<file path="src/rtl/traffic_pkg.sv">
`default_nettype none
// ============================================================================
//  Module      : traffic_pkg
//  Description : Codes shared between the highway/country-road light controller
//                and the country-road sensor.
//                - Light codes RED/YELLOW/GREEN (2'b11 is illegal).
//                - Sensor FSM state codes IDLE/REQUEST/SERVING/DRAIN.
//  Revision    : 1.0  initial release
// ============================================================================
package traffic_pkg;

    typedef logic [1:0] light_t;
    typedef logic [1:0] sensor_state_t;

    localparam light_t RED    = 2'b00;
    localparam light_t YELLOW = 2'b01;
    localparam light_t GREEN  = 2'b10;

    localparam sensor_state_t IDLE    = 2'b00;
    localparam sensor_state_t REQUEST = 2'b01;
    localparam sensor_state_t SERVING = 2'b10;
    localparam sensor_state_t DRAIN   = 2'b11;

endpackage : traffic_pkg
`default_nettype wire

</file>
<file path="src/rtl/country_road_sensor_debouncer.sv">
`default_nettype none
// ============================================================================
//  Module      : loop_debouncer
//  Description : Synchronises and debounces the raw inductive-loop level and
//                emits a one-cycle pulse when the accepted level rises.
//  Ports       : clk        - rising-edge clock
//                clear_n    - asynchronous active-low reset
//                loop_raw_i - raw, asynchronous, bouncy loop level
//                rise_o     - one-cycle pulse on accepted 0->1 transition
//  Revision    : 1.0  initial release
// ============================================================================
module loop_debouncer #(
    parameter int DEBOUNCE_CYCLES = 4
) (
    input  logic clk,
    input  logic clear_n,
    input  logic loop_raw_i,
    output logic rise_o
);

    localparam int            CW      = (DEBOUNCE_CYCLES < 2) ? 1 : $clog2(DEBOUNCE_CYCLES + 1);
    localparam logic [CW-1:0] DB_LAST = CW'(DEBOUNCE_CYCLES - 1);

    logic          sync1_q;
    logic          sync2_q;
    logic          filt_q,  filt_d;
    logic          rise_q,  rise_d;
    logic [CW-1:0] cnt_q,   cnt_d;

    // The new level is accepted on the edge where the disagreement count
    // would reach DEBOUNCE_CYCLES; any agreement restarts the count.
    always_comb begin
        cnt_d  = cnt_q;
        filt_d = filt_q;
        if (sync2_q == filt_q) begin
            cnt_d = '0;
        end else if (cnt_q == DB_LAST) begin
            filt_d = sync2_q;
            cnt_d  = '0;
        end else begin
            cnt_d = cnt_q + CW'(1);
        end
        rise_d = filt_d & ~filt_q;
    end

    always_ff @(posedge clk or negedge clear_n) begin
        if (!clear_n) begin
            sync1_q <= 1'b0;
            sync2_q <= 1'b0;
            filt_q  <= 1'b0;
            rise_q  <= 1'b0;
            cnt_q   <= '0;
        end else begin
            sync1_q <= loop_raw_i;
            sync2_q <= sync1_q;
            filt_q  <= filt_d;
            rise_q  <= rise_d;
            cnt_q   <= cnt_d;
        end
    end

    assign rise_o = rise_q;

endmodule : loop_debouncer
`default_nettype wire

</file>
<file path="src/rtl/country_road_sensor.sv">
`default_nettype none
// ============================================================================
//  Module      : country_road_sensor
//  Description : Country-road car-waiting request generator. Debounces the
//                loop detector, queues arriving vehicles, retires one vehicle
//                per PASS_CYCLES GREEN cycles and requests the right of way
//                while vehicles wait.
//  Ports       : clk       - rising-edge clock
//                clear_n   - asynchronous active-low reset
//                loop_raw  - raw loop detector level
//                cr_light  - country-road light (RED/YELLOW/GREEN)
//                X         - car-waiting request
//                car_count - queue depth
//                overflow  - sticky arrival-dropped flag
//  Revision    : 1.0  initial release
// ============================================================================
module country_road_sensor
    import traffic_pkg::*;
#(
    parameter int DEBOUNCE_CYCLES = 4,
    parameter int CNT_W           = 4,
    parameter int PASS_CYCLES     = 2
) (
    input  logic             clk,
    input  logic             clear_n,
    input  logic             loop_raw,
    input  logic [1:0]       cr_light,
    output logic             X,
    output logic [CNT_W-1:0] car_count,
    output logic             overflow
);

    localparam int               PW        = (PASS_CYCLES < 2) ? 1 : $clog2(PASS_CYCLES + 1);
    localparam logic [PW-1:0]    PASS_LAST = PW'(PASS_CYCLES - 1);
    localparam logic [CNT_W-1:0] CNT_MAX   = {CNT_W{1'b1}};

    logic             arrive;
    logic             green;
    logic             red;
    logic             busy;
    logic             depart;
    logic [PW-1:0]    pass_q,  pass_d;
    logic [CNT_W-1:0] count_q, count_d;
    logic             ovf_q,   ovf_d;
    sensor_state_t    state_q, state_d;

    loop_debouncer #(
        .DEBOUNCE_CYCLES (DEBOUNCE_CYCLES)
    ) u_deb (
        .clk        (clk),
        .clear_n    (clear_n),
        .loop_raw_i (loop_raw),
        .rise_o     (arrive)
    );

    // The illegal code 2'b11 is neither GREEN nor RED.
    assign green  = (cr_light == GREEN);
    assign red    = (cr_light == RED);
    assign busy   = green && (count_q != '0);
    assign depart = busy && (pass_q == PASS_LAST);

    always_comb begin
        pass_d = (!busy || depart) ? '0 : pass_q + PW'(1);

        count_d = count_q;
        ovf_d   = ovf_q;
        if (arrive && !depart) begin
            if (count_q == CNT_MAX) begin
                ovf_d = 1'b1;
            end else begin
                count_d = count_q + CNT_W'(1);
            end
        end else if (depart && !arrive) begin
            // depart implies count_q != 0, so no underflow is possible
            count_d = count_q - CNT_W'(1);
        end
    end

    always_comb begin
        state_d = state_q;
        case (state_q)
            IDLE:    if (count_q != '0) state_d = REQUEST;
            REQUEST: if (green)         state_d = SERVING;
            SERVING: if (count_q == '0) state_d = DRAIN;
            DRAIN:   if (red)           state_d = IDLE;
            default:                    state_d = IDLE;
        endcase
    end

    always_ff @(posedge clk or negedge clear_n) begin
        if (!clear_n) begin
            pass_q  <= '0;
            count_q <= '0;
            ovf_q   <= 1'b0;
            state_q <= IDLE;
        end else begin
            pass_q  <= pass_d;
            count_q <= count_d;
            ovf_q   <= ovf_d;
            state_q <= state_d;
        end
    end

    assign X         = (state_q == REQUEST) || (state_q == SERVING);
    assign car_count = count_q;
    assign overflow  = ovf_q;

endmodule : country_road_sensor
`default_nettype wire

</file>
<file path="config.mk">
export PLATFORM = sky130hd
export DESIGN_NAME = country_road_sensor
export DESIGN_NICKNAME = d
export VERILOG_FILES = /design/src/rtl/traffic_pkg.sv /design/src/rtl/country_road_sensor_debouncer.sv /design/src/rtl/country_road_sensor.sv
export SDC_FILE = /design/constraint.sdc
export NUM_CORES = 1
export LEC_CHECK = 0
export ABC_AREA = 1
export ABC_CLOCK_PERIOD_IN_PS = 2000
export CORE_MARGIN = 10
export CORE_UTILIZATION = 40
export CTS_CLUSTER_DIAMETER = 150
export DETAILED_ROUTE_END_ITERATION = 8
export GPL_TIMING_DRIVEN = 0
export PLACE_DENSITY = 0.61
export REMOVE_ABC_BUFFERS = 1
export SLEW_MARGIN = 20
export SYNTH_ARGS = -nofsm -noshare
export SYNTH_HDL_FRONTEND = slang
export SYNTH_SLANG_ARGS = --single-unit
</file>
<file path="constraint.sdc">
create_clock -name clk -period 2 [get_ports clk]
set_input_delay 0.5 -clock clk [delete_from_list [all_inputs] [get_ports clk]]
set_output_delay 0.5 -clock clk [all_outputs]
set_load 0.01 [all_outputs]
</file>
==> run metrics, run 1 <==
All-Layer GR Usage 0.0793; Slowest Stage Delay on Critical Path 0.41 ns; status complete, no violations; vias in the first global route 653; Final setup violation count 0; Arrival @ worst endpoint 1.32 ns; Worst Hold Class reg -> reg; GPL Wtd Cong 0.724; setup TNS 0 ns; skew final 0.000646 ns; Root Driver clkbuf_4; maxcap violations 0; n_diodes 0; Critical path buffers and inverters 2; Crit. End Element primary output; vias 630; crit path time final 1.82 ns; Req. time, crit path 1.50 ns; WL final 1.52 mm; yosys warns 0; Tcrit/Tclk final 0.912; first-pass GRT wire length 2.70 mm; crit-path max FO 3; #FFs+latches synth 16; DIE WIDTH 65.7 µm; critical path's top delay family flip-flops; Final Slew Violations 0; Rel. slew slack 0.534; crit-path cells inv_1 > ha_1 > dlygate4sd2_1; VDD IR-drop max 718 µV; Die Ht 65.7 µm; drt pass-1 iters 4; average size of a mapped cell 9.59 µm²; Detail Route Antenna Nets 0; GRT Residual Overflow 0; worst slew pin tran 0.697 ns; die area 4310 µm²; number of antenna violations at the first check in global routing 0; core area 1980 µm²; WL per Instance 11.6 µm; Initial Util 0.421; pwr dens 1290 nW/µm²; nets 120; row count 16; Leakage 0.500 nW; Netlist cell types 20; FMAX 0.548 GHz; clock slew at reported path FFs 0.08 ns; Setup Crit Path Kind reg -> out; DP Cell Count 124; Hold WS 0.357 ns; PnR Total Power 1.37 mW; worst skew pair latency 0.27 ns; H-tree levels 1; RSZ-0062 raised after global routing false; Area growth, synth to finish 27.7%; TritonCTS buffer count 3; startpoint types flip-flop; Initial DRC Count 19; Vias/cell 4.81; layout cells sized above 1 0.212; final hold violation count 0; final instance count without filler cells 131; Hold Buf Count CTS 0; gate count of the mapped netlist 87; PortBufs 10; DRC Markers 0; sequential area share after synthesis 0.480; Top Ports 11; Post-Syn Area 835 µm²; critical path's slowest cell dfrtp_1; CTS tree built; Clock Tree Buf Depth 2; largest net degree at the start of global routing 17; Sink Count 16; Detailed Place HPWL 1.13 mm
==> timing repair <==
action,4_1_cts,5_1_grt
setup buffers,1,3
pin swaps,0,2
endpoints found under the setup margin,2,1
gates resized for setup,5,10
==> logic make-up (layout without fill, tap and decap cells) <==
kind of cell | count (synthesis) | after routing | share of synthesized area
compound gates | 7 | 7 | 0.0450
simple gates | 41 | 41 | 0.250
fa+ha+maj | 9 | 9 | 0.144
flops | 16 | 16 | 0.480
xor+xnor | 3 | 3 | 0.0315
buf+inv | 11 | 28 | 0.0495
==> registers in the layout, summed over array words and instances, names as in the netlist <==
| name | cells |
|---|---|
| car_count | 4 |
| u_deb.cnt_q | 3 |
| pass_q | 2 |
| state_q | 2 |
| overflow | 1 |
| u_deb.filt_q | 1 |
| u_deb.rise_o | 1 |
| u_deb.sync1_q | 1 |
| u_deb.sync2_q | 1 |
==> cell type report <==
type / instances / area (µm²)
fillers: 183 / 916
multi-input cells: 60 / 430
clock buffers: 3 / 22.5
repair buffers: 14 / 134
inverters: 11 / 41.3
well taps: 27 / 33.8
flip-flops and latches: 16 / 404
==> worst paths after layout <==
| kind | depth (start not counted) | slack [ns] | startpoint | endpoint |
|---|---|---|---|---|
| hold / removal | 0 | 0.36 | u_deb.sync1_q | u_deb.sync2_q |
| hold reg to reg | 0 | 0.36 | u_deb.sync1_q | u_deb.sync2_q |
| setup reg to reg | 12 | 0.18 | car_count[2] | car_count[3] |
| max in group asynchronous | 1 | 0.87 | clear_n | car_count[1] |
| setup / recovery | 3 | 0.18 | state_q[1] | X |
| min in group asynchronous | 1 | 0.64 | clear_n | overflow |
==> through the flow <==
step / cell area (µm²) / util / setup WS (ns)
after floorplan: 835 / - / 0.134
after global placement: 968 / 0.489 / -0.421
after detailed placement: 968 / 0.489 / -0.462
after CTS: 1010 / 0.512 / -0.0516
after global routing: 1070 / 0.538 / 0.00155
final: 1070 / 0.538 / 0.177
==> power by group <==
group          switching [mW]  internal, mW  leakage (nW)
combinational           0.343         0.326         0.288
clock                  0.0859        0.0696        0.0138
sequential              0.120         0.427         0.199
total                   0.548         0.823         0.500
==> layer usage <==
metal	vias up	GRT usage	routed length, µm
met4	0	0.0321	17
li1	319	-	-
met1	297	0.0788	622
met5	-	0	0
met3	2	0.0373	104
met2	12	0.139	772
==> synth_stat cells, drive strengths merged <==
cell type / n / area (µm²)
dfrtp: 16 / 400
nand2: 16 / 70.1
inv: 11 / 41.3
nor2: 11 / 48.8
ha: 8 / 100
nand3: 6 / 40.0
nand4: 4 / 25.0
o21ai: 4 / 20.0
a21oi: 2 / 10.0
nor3: 2 / 10.0
xnor2: 2 / 17.5
fa: 1 / 20.0
nand3b: 1 / 7.51
nor3b: 1 / 7.51
o21bai: 1 / 7.51
xor2: 1 / 8.76
==> cell usage in the layout (no fill, tap or decap) <==
cell	n
dfrtp_1	13
nand2_1	12
inv_1	10
nor2_1	7
ha_1	7
clkdlybuf4s50_1	7
o21ai_0	4
nand4_1	4
nand3_1	4
buf_4	4
nor2_2	3
dfrtp_2	3
clkbuf_4	3
nand2_2	2
xnor2_1	2
nand2_4	2
nor3_1	2
a21oi_1	2
dlymetal6s2s_1	2
inv_2	1
nor2_4	1
nand3b_1	1
nor3b_1	1
nand3_4	1
nand3_2	1
xor2_1	1
o21bai_1	1
fa_1	1
ha_4	1
dlygate4sd2_1	1
Power figures use the tool's default switching activity.
==> run 2, diff against run 1 <==
--- a/config.mk
+++ b/config.mk
@@ -5,7 +5,7 @@
 export SDC_FILE = /design/constraint.sdc
 export NUM_CORES = 1
 export LEC_CHECK = 0
-export ABC_AREA = 1
+export ABC_AREA = 0
 export ABC_CLOCK_PERIOD_IN_PS = 2000
 export CORE_MARGIN = 10
 export CORE_UTILIZATION = 40
==> run metrics, run 2 <==
status finished with violations (was complete, no violations); failing checks negative setup slack; PortBufs 10 (unchanged); GPL Wtd Cong 0.805 (was 0.724); WL per Instance 12.3 µm (was 11.6 µm); Leakage 0.538 nW (was 0.500 nW); Netlist cell types 30 (was 20); Hold WS 0.362 ns (was 0.357 ns); worst skew pair latency 0.28 ns (was 0.27 ns); WL final 1.55 mm (was 1.52 mm); RSZ-0062 raised after global routing true (was false); All-Layer GR Usage 0.0824 (was 0.0793); Post-Syn Area 841 µm² (was 835 µm²); average size of a mapped cell 12.0 µm² (was 9.59 µm²); Rel. slew slack 0.536 (was 0.534); synth top area cells dfrtp_1 (48%), ha_1 (12%), mux2i_1 (6.0%) (was dfrtp_1 (48%), ha_1 (12%), nand2_1 (6.3%)); clock slew at reported path FFs 0.09 ns (was 0.08 ns); core area 1980 µm² (unchanged); final hold violation count 0 (unchanged); top cells by count, synth dfrtp_1 (16), ha_1 (8), mux2i_1 (5) (was dfrtp_1 (16), nand2_1 (14), inv_1 (11)); yosys warns 0 (unchanged); Sink Count 16 (unchanged); Area growth, synth to finish 38.1% (was 27.7%); number of antenna violations at the first check in global routing 0 (unchanged); most frequent cell after synthesis dfrtp_1 (unchanged); number of synthesized flops with an enable pin 0 (unchanged); Slowest Stage Delay on Critical Path 0.56 ns (was 0.41 ns); pre-CTS setup slack -0.727 ns (was -0.462 ns); Setup WS post-layout -0.119 ns (was 0.177 ns); Reg2Reg Setup Slack -0.12 ns (was 0.18 ns); fill cell count 165 (was 183); layout cells sized above 1 0.303 (was 0.212); vias 618 (was 630); skew final 0.00136 ns (was 0.000646 ns); PnR Total Power 1.58 mW (was 1.37 mW); Yosys top cell by area dfrtp_1 (unchanged); pwr dens 1360 nW/µm² (was 1290 nW/µm²); Synth async-reset ratio 1.00 (unchanged); Initial Util 0.424 (was 0.421); drt pass-1 iters 4 (unchanged); nets 114 (was 120); GRT Residual Overflow 0 (unchanged); Req. time, crit path 2.21 ns (was 1.50 ns); crit-path max FO 4 (was 3); Die Ht 65.8 µm (was 65.7 µm); Detailed Place HPWL 1.12 mm (was 1.13 mm); #FFs+latches synth 16 (unchanged); n_diodes 0 (unchanged); Reg2Reg Depth 8 (was 12); Hold Buf Count CTS 0 (unchanged); commonest non-fill, non-tap cell in the layout buf_4 (was dfrtp_1); vias in the first global route 637 (was 653); max reg flops 4 (unchanged); Crit. End Element flip-flop (was primary output); DP Area 975 µm² (was 968 µm²); Final setup violation count 2 (was 0); Vias/cell 4.90 (was 4.81); Final Slew Violations 0 (unchanged); startpoint types flip-flop (unchanged); TritonCTS buffer count 3 (unchanged); Tcrit/Tclk final 1.06 (was 0.912); final instance count without filler cells 126 (was 131); Setup Crit Path Kind reg -> reg (was reg -> out); setup TNS -0.226 ns (was 0 ns); VDD IR-drop max 732 µV (was 718 µV); Most used DFF post-synth dfrtp_1 (unchanged); gate count of the mapped netlist 70 (was 87); largest net degree at the start of global routing 17 (unchanged); H-tree levels 1 (unchanged); Core Util, Final 0.586 (was 0.538); FMAX 0.472 GHz (was 0.548 GHz); crit path time final 2.12 ns (was 1.82 ns); RR Startpoint car_count[3] (was car_count[2]); Setup crit start car_count[3] (was state_q[1]); commonest cells after routing, fill and taps aside buf_4 (15), dfrtp_1 (14), clkdlybuf4s50_1 (9), ha_1 (7), mux2i_1 (5) (was dfrtp_1 (13), nand2_1 (12), inv_1 (10)); crit-path cells or4_4 > nand3_4 > nand2_4 > ha_4 > a21o_1 > a21oi_2 > mux2i_1 > xor2_1 (was inv_1 > ha_1 > dlygate4sd2_1); DRC Markers 0 (unchanged); Detail Route Antenna Nets 0 (unchanged); maxcap violations 0 (unchanged); Root Driver clkbuf_4 (unchanged); row count 16 (unchanged); critical path's slowest cell or4_4 (was dfrtp_1); DIE WIDTH 65.8 µm (was 65.7 µm); RR Endpoint car_count[3] (unchanged); CTS tree built (unchanged); die area 4340 µm² (was 4310 µm²); Clock Tree Buf Depth 2 (unchanged); worst slew pin tran 0.693 ns (was 0.697 ns); Top Ports 11 (unchanged); Worst Hold Class reg -> reg (unchanged); top cell type's share of synthesized area 0.476 (was 0.480); final instance area 1160 µm² (was 1070 µm²); Initial DRC Count 14 (was 19); Arrival @ worst endpoint 2.33 ns (was 1.32 ns); DP Cell Count 107 (was 124); Setup crit end car_count[3] (was X); first-pass GRT wire length 2.89 mm (was 2.70 mm); sequential area share after synthesis 0.476 (was 0.480)
## run 2: changes by cell type after synthesis, moves of 2 or more
cell / change
nor3b_1: +2
mux2_2: +2
nand2b_1: +2
nand4_1: -3
mux2i_1: +5
nand3_1: -3
o21ai_0: -3
nand2_1: -11
nand3_2: -2
o211ai_1: +2
nor2_1: -9
inv_1: -7
## run 2: where the power goes
part	internal (mW)	leakage, nW	switching [mW]	total (mW)
sequential	0.430	0.199	0.0745	0.504
clock	0.111	0.0210	0.0981	0.209
combinational	0.477	0.318	0.388	0.865
total	1.02	0.538	0.561	1.58
## run 2: worst min-delay path by stage
stage / startpoint / end / slack [ns] / cells past startpoint
floorplan: clear_n / car_count[0] / 0.20 / 0
global placement: u_deb.sync1_q / u_deb.sync2_q / 0.34 / 0
detailed placement: u_deb.sync1_q / u_deb.sync2_q / 0.34 / 0
CTS: u_deb.sync1_q / u_deb.sync2_q / 0.37 / 0
global route: u_deb.sync1_q / u_deb.sync2_q / 0.37 / 0
finish: u_deb.sync1_q / u_deb.sync2_q / 0.36 / 0
## run 2: kinds of logic (layout without fill, tap and decap cells)
| logic type | count (synthesis) | after routing | synth area share |
|---|---|---|---|
| simple gates | 19 | 19 | 0.144 |
| flops | 16 | 16 | 0.476 |
| compound gates | 11 | 11 | 0.0908 |
| fa+ha+maj | 9 | 9 | 0.143 |
| mux | 7 | 7 | 0.0863 |
| xor+xnor | 4 | 4 | 0.0417 |
| buf+inv | 4 | 33 | 0.0179 |
## run 2: final cells by class
cell class	instances	area (µm²)	area share
inverters	4	15.0	0.0129
repair buffers	25	211	0.182
clock buffers	4	36.3	0.0313
flip-flops and latches	16	403	0.347
multi-input cells	50	462	0.398
well taps	27	33.8	0.0291
## run 2: metal layers
layer	up-vias	global-route usage	share of wire
li1	312	-	-
met2	9	0.140	0.50
met4	0	0.0187	0.0064
met3	3	0.0373	0.050
met1	294	0.0914	0.45
met5	-	0	0
## run 2: what timing repair did
action	4_1_cts	5_1_grt
setup buffers	8	7
resized for setup	9	0
pin swaps	6	5
endpoints found under the setup margin	4	3
## run 2: worst max-delay path: cells and delay by family (launching register included)
family / cells / cell delay (ns)
adders and majority gates: 1 / 0.21
DFF: 1 / 0.39
muxes: 1 / 0.23
AOI/OAI and AO/OA: 2 / 0.30
xor gates and xnor gates: 1 / 0.15
and+or+nand+nor: 3 / 0.75
